<file path="config.mk">
export PLATFORM = sky130hd
export DESIGN_NAME = shift_arbiter_flat
export DESIGN_NICKNAME = d
export VERILOG_FILES = /design/src/rtl/shift_arbiter_pkg.sv /design/src/rtl/shift_arbiter_if.sv /design/src/rtl/shift_arbiter_shifter_core.sv /design/src/rtl/shift_arbiter.sv /design/src/flat_wrapper.sv
export SDC_FILE = /design/constraint.sdc
export NUM_CORES = 1
export LEC_CHECK = 0
export CAP_MARGIN = 20
export CORE_UTILIZATION = 24
export DETAILED_ROUTE_END_ITERATION = 8
export SLEW_MARGIN = 0
export SYNTH_ARGS = -nofsm -noshare
export SYNTH_HDL_FRONTEND = slang
export SYNTH_SLANG_ARGS = --single-unit
</file>
<file path="constraint.sdc">
create_clock -name clk -period 3.4 [get_ports clk]
set_input_delay 0.68 -clock clk [delete_from_list [all_inputs] [get_ports clk]]
set_output_delay 0.68 -clock clk [all_outputs]
set_load 0.02 [all_outputs]
</file>
<file path="src/rtl/shift_arbiter_pkg.sv">
// Shared widths, opcode and state encodings, and the single-stage shift helper.
package shift_arbiter_pkg;

  localparam int unsigned N = 16;
  localparam int unsigned C = 4;

  localparam logic [1:0] OP_ROL = 2'b00;
  localparam logic [1:0] OP_SLL = 2'b01;
  localparam logic [1:0] OP_ROR = 2'b10;
  localparam logic [1:0] OP_SRA = 2'b11;

  typedef enum logic [1:0] {
    ST_IDLE = 2'd0,
    ST_EXEC = 2'd1,
    ST_RESP = 2'd2
  } stateT;

  // One mux stage: move v by a fixed nonzero distance sh, direction and fill chosen by op.
  function automatic logic [N-1:0] shiftStage(logic [N-1:0] v, logic [1:0] op, int unsigned sh);
    logic [N-1:0] r;
    unique case (op)
      OP_ROL:  r = (v << sh) | (v >> (N - sh));
      OP_SLL:  r = v << sh;
      OP_ROR:  r = (v >> sh) | (v << (N - sh));
      OP_SRA:  r = N'($signed(v) >>> sh);
      default: r = v;
    endcase
    return r;
  endfunction

endpackage

</file>
<file path="src/rtl/shift_arbiter_if.sv">
// Request/response bundle between the two requesters and the shared shifter arbiter.
interface shift_arbiter_if;
  import shift_arbiter_pkg::*;

  logic [1:0]   req;
  logic [1:0]   op0;
  logic [1:0]   op1;
  logic [N-1:0] in0;
  logic [N-1:0] in1;
  logic [C-1:0] cnt0;
  logic [C-1:0] cnt1;
  logic [1:0]   gnt;
  logic [1:0]   done;
  logic [N-1:0] result;
  logic         busy;

  modport master (
    output req, op0, op1, in0, in1, cnt0, cnt1,
    input  gnt, done, result, busy
  );

  modport slave (
    input  req, op0, op1, in0, in1, cnt0, cnt1,
    output gnt, done, result, busy
  );

endinterface

</file>
<file path="src/rtl/shift_arbiter_shifter_core.sv">
// Combinational rotate/shift: log2(N) stages of N/2 .. 1 positions, one per count bit.
module shifter_core
  import shift_arbiter_pkg::*;
(
  input  logic [N-1:0] In,
  input  logic [C-1:0] Cnt,
  input  logic [1:0]   Op,
  output logic [N-1:0] Out
);

  // Walk the count MSB-first; the stage distance halves as the count bits are consumed.
  always_comb begin
    logic [C-1:0] cntBits;
    int unsigned  sh;
    Out     = In;
    cntBits = Cnt;
    sh      = N >> 1;
    for (int s = 0; s < int'(C); s++) begin
      if (cntBits[C-1]) Out = shiftStage(Out, Op, sh);
      cntBits = cntBits << 1;
      sh      = sh >> 1;
    end
  end

endmodule

</file>
<file path="src/rtl/shift_arbiter.sv">
// Round-robin sharing of one shifter between two requesters, one operation in flight.
module shift_arbiter
  import shift_arbiter_pkg::*;
(
  input logic            clk,
  input logic            rst_n,
  shift_arbiter_if.slave bus
);

  stateT        state;
  logic         owner;
  logic         lastOwner;
  logic [1:0]   opR;
  logic [N-1:0] inR;
  logic [C-1:0] cntR;
  logic [N-1:0] resultR;
  logic [1:0]   gntR;
  logic [1:0]   doneR;
  logic         busyR;
  logic [N-1:0] shOut;
  logic         pick;

  // Winner for this IDLE cycle: a lone requester wins, a tie goes to whoever did not go last.
  assign pick = (bus.req == 2'b11) ? ~lastOwner : bus.req[1];

  shifter_core uCore (
    .In  (inR),
    .Cnt (cntR),
    .Op  (opR),
    .Out (shOut)
  );

  // Sequencer: latch the winner in IDLE, capture the shifter in EXEC, pulse done in RESP.
  always_ff @(posedge clk or negedge rst_n) begin
    if (!rst_n) begin
      state     <= ST_IDLE;
      owner     <= 1'b0;
      lastOwner <= 1'b1;
      opR       <= '0;
      inR       <= '0;
      cntR      <= '0;
      resultR   <= '0;
      gntR      <= '0;
      doneR     <= '0;
      busyR     <= 1'b0;
    end else begin
      unique case (state)
        ST_IDLE: begin
          if (|bus.req) begin
            owner <= pick;
            opR   <= pick ? bus.op1  : bus.op0;
            inR   <= pick ? bus.in1  : bus.in0;
            cntR  <= pick ? bus.cnt1 : bus.cnt0;
            gntR  <= pick ? 2'b10 : 2'b01;
            busyR <= 1'b1;
            state <= ST_EXEC;
          end
        end
        ST_EXEC: begin
          resultR   <= shOut;
          doneR     <= gntR;
          lastOwner <= owner;
          state     <= ST_RESP;
        end
        ST_RESP: begin
          gntR  <= '0;
          doneR <= '0;
          busyR <= 1'b0;
          state <= ST_IDLE;
        end
        default: state <= ST_IDLE;
      endcase
    end
  end

  assign bus.gnt    = gntR;
  assign bus.done   = doneR;
  assign bus.result = resultR;
  assign bus.busy   = busyR;

endmodule

</file>
<file path="src/flat_wrapper.sv">
// flat-port wrapper written by rule: the top's interface ports become plain ports
module shift_arbiter_flat import shift_arbiter_pkg::*;
  (clk, rst_n, bus_req, bus_op0, bus_op1, bus_in0, bus_in1, bus_cnt0, bus_cnt1, bus_gnt, bus_done, bus_result, bus_busy);
  shift_arbiter_if bus_i ();
  input logic clk;
  input logic rst_n;
  input wire logic [$bits(bus_i.req)-1:0] bus_req;
  input wire logic [$bits(bus_i.op0)-1:0] bus_op0;
  input wire logic [$bits(bus_i.op1)-1:0] bus_op1;
  input wire logic [$bits(bus_i.in0)-1:0] bus_in0;
  input wire logic [$bits(bus_i.in1)-1:0] bus_in1;
  input wire logic [$bits(bus_i.cnt0)-1:0] bus_cnt0;
  input wire logic [$bits(bus_i.cnt1)-1:0] bus_cnt1;
  output wire logic [$bits(bus_i.gnt)-1:0] bus_gnt;
  output wire logic [$bits(bus_i.done)-1:0] bus_done;
  output wire logic [$bits(bus_i.result)-1:0] bus_result;
  output wire logic [$bits(bus_i.busy)-1:0] bus_busy;
  assign bus_i.req = bus_req;
  assign bus_i.op0 = bus_op0;
  assign bus_i.op1 = bus_op1;
  assign bus_i.in0 = bus_in0;
  assign bus_i.in1 = bus_in1;
  assign bus_i.cnt0 = bus_cnt0;
  assign bus_i.cnt1 = bus_cnt1;
  assign bus_gnt = bus_i.gnt;
  assign bus_done = bus_i.done;
  assign bus_result = bus_i.result;
  assign bus_busy = bus_i.busy;
  shift_arbiter u_core (.clk(clk), .rst_n(rst_n), .bus(bus_i));
endmodule
</file>
==> flow_summary.ini <==
[route]
vias = 4529
drt-pass1-iter-count = 5
postRouteAntennaNets = 0
drcViolationCount = 0
vias_per_cell = 5.65
routed_wl_um = 14900
drt_iter0_drc = 527
detail_route.wl_per_cell_um = 18.6

[setup_path]
start_kind = flop
worstSetupPathType = flop to flop
rr_endpoint = u_core.bus.result[8]
r2r_start = u_core.opR[1]
crit_fanout = 41
crit_chain = buf_4 > mux2i_1 > o211ai_1 > a22oi_1 > nor2_1 > or3_1 > a221o_1
reg2reg_setup_slack_ns = 0.58
crit_path_end = u_core.bus.result[8]
slowest_delay_ns = 0.85
r2r_cells = 7
worst_path_max_delay_cell = dfrtp_2
cp-end-kind = flop
cp.arrival_ns = 3.03
required_ns = 3.61
startpoint = u_core.opR[1]

[grt]
grt_pass1_vias = 4312
grt_usage = 0.169
grt_start_max_net_pins = 49
grt_pass1_wl_um = 24200
antenna_found_initial = 0
grt-ovfl-total = 0

[clock_network]
clk_latency_ns = 0.31
cts_setup_buffers = 0
cts.clk_slew.worst_paths_ns = 0.08
cts_resized = 0
cts_tree = yes
cts_sinks = 47
clock-root-buffer = clkbuf_16
ctsLongestPathBuffers = 2
cts_inserted_buffers = 5
ctsHoldBuffers = 0
cts_max_level = 2

[sta]
slew_violations = 0
hold_violations = 0
rsz0062_at_grt = no
fin_hold_ws_ns = 0.445
fmax_ghz = 0.355
finalCritPeriodShare = 0.829
min_period_ns = 2.82
finalSetupViolations = 0
slew_headroom = 0.469
finalSetupTns_ns = 0
worst_pin_slew_ns = 0.796
fin_skew_ns = 0.0190

[yosys]
synth_fa_ha_area_frac = 0.0116
ys_types = 71
synth_nets = 586
synth.largest_area_cell = dfrtp_1
synthFlopType = dfrtp_1
yosys-top-cells-area = dfrtp_1, mux2i_1, o21ai_0
syn_area_per_cell_um2 = 8.06
synth_enable_flop_cells = 0
synth_compound_area_frac = 0.327
synthArstFlopShare = 1.00
ys_warn_count = 0
ys_seq_elements = 47
synth_xor_area_frac = 0
syn-instance-count = 534
yosysSeqAreaShare = 0.274
synthMuxAreaShare = 0.131
synth_top_family_by_area = compound AO/OA/AOI/OAI gates
syn_area_mm2 = 0.00430
yosys.area.top_type_share = 0.267
synthSimpleGateAreaFrac = 0.189

[run_status]
status = finished clean

[layout]
antenna_cells = 0
area_delta_synth_final_pct = 24.2
drive_above_1_share = 0.0901
mostFrequentLayoutCells = clkdlybuf4s50_1, nand2_1, mux2i_1, o21ai_0, dfrtp_1
final_util = 0.307
layout_commonest_cell = clkdlybuf4s50_1
fin_nets = 628

[floorplan]
die_y_um = 136
core-area_mm2 = 0.0174
rows = 48
fp.dieArea_mm2 = 0.0185
start_util = 0.247
die_w_um = 136
io_pins = 69

[power]
p_total_mw = 6.01
ir_worst_vdd_mv = 0.719
p_per_area_mw_per_mm2 = 1120
leakage_nw = 2.08

[place]
dp_hpwl_um = 10900
port_buffers = 68
place_congestion = 0.944

[hold_path]
holdCritPathClass = input pin to asynchronous set/reset pin

[run]
maxCapViolations = 0
where the power goes:
part           switching [mW]  internal [mW]
clock network           0.260          0.351
registers               0.563          0.838
logic                    2.38           1.62
total                    3.20           2.81
stage by stage:
stage               worst slack [ns]  cell area (µm²)  instances
floorplan                       1.34             4300        534
global placement               0.716             5170        794
detailed placement             0.658             5170        794
CTS                            0.657             5350        802
global route                   0.334             5350        802
finish                         0.581             5350        802
critical path: cells and delay by family, from the launching register on:
kind	cells	cell delay [ns]
and+or+nand+nor	2	0.43
muxes	1	0.22
buffers and inverters	1	0.39
DFF	1	0.85
AOI/OAI and AO/OA	3	0.83
synth_stat cells (3+ instances only):
master,n
ha_1,4
a21oi_1,19
a221o_1,5
mux2i_1,46
nand3_1,9
o21ai_1,3
a311o_1,4
o22ai_1,9
buf_1,4
nor3_1,9
buf_4,4
o21a_1,3
a31oi_1,7
buf_2,16
a311oi_1,6
a21o_1,7
o21ai_0,45
o311ai_1,4
nor3b_1,4
a32oi_1,3
nand4_1,4
clkbuf_1,25
a22o_1,4
a221oi_1,3
a31o_2,4
nand2b_1,8
mux2_2,6
nor2b_1,19
a211oi_1,14
inv_1,12
nor2_1,42
and2_1,5
o221ai_1,7
o211ai_1,12
nand2_1,52
and3_1,3
o2111ai_1,7
a211o_1,4
dfrtp_1,46
a22oi_1,4
layout make-up:
class                   count  area (µm²)
clock buffers               5         125
clock inverters             3        46.3
fillers                  1833       12100
inverters                  13        48.8
multi-input cells         422        2850
flip-flops and latches     47        1180
well taps                 225         282
repair buffers             87         818
how the worst min path moves through the flow:
stage                             from               to  slack, ns  cells past startpoint
final                            rst_n    u_core.inR[9]       0.45                      1
after global routing             rst_n    u_core.inR[9]       0.53                      1
after CTS                        rst_n    u_core.inR[1]       0.49                      1
after detailed placement  u_core.owner     u_core.owner       0.49                      1
after global placement    u_core.owner     u_core.owner       0.49                      1
after floorplan                  rst_n  u_core.bus.busy       0.38                      0
routing by layer:
metal  vias up  share of wire  GRT usage  wire length (µm)
li1       2110              -          -                 -
met1      2140           0.43      0.227              6480
met2       238           0.44      0.259              6610
met3        41          0.084     0.0328              1250
met4         0          0.038     0.0821               561
met5         -              0          0                 0
sequential cells by signal, summed over array words and instances (netlist names):
name               count
u_core.inR            16
u_core.owner           1
u_core.opR             2
u_core.state           2
u_core.bus.gnt         2
u_core.bus.done        2
u_core.bus.busy        1
u_core.lastOwner       1
u_core.cntR            4
u_core.bus.result     16
logic make-up after synthesis:
group / count (synthesis)
AO/OA/AOI/OAI: 197
AND/OR/NAND/NOR: 167
buffers and inverters: 65
multiplexers: 54
flip-flops: 47
adder cells (fa/ha/maj): 4
Power figures use the tool's default switching activity.
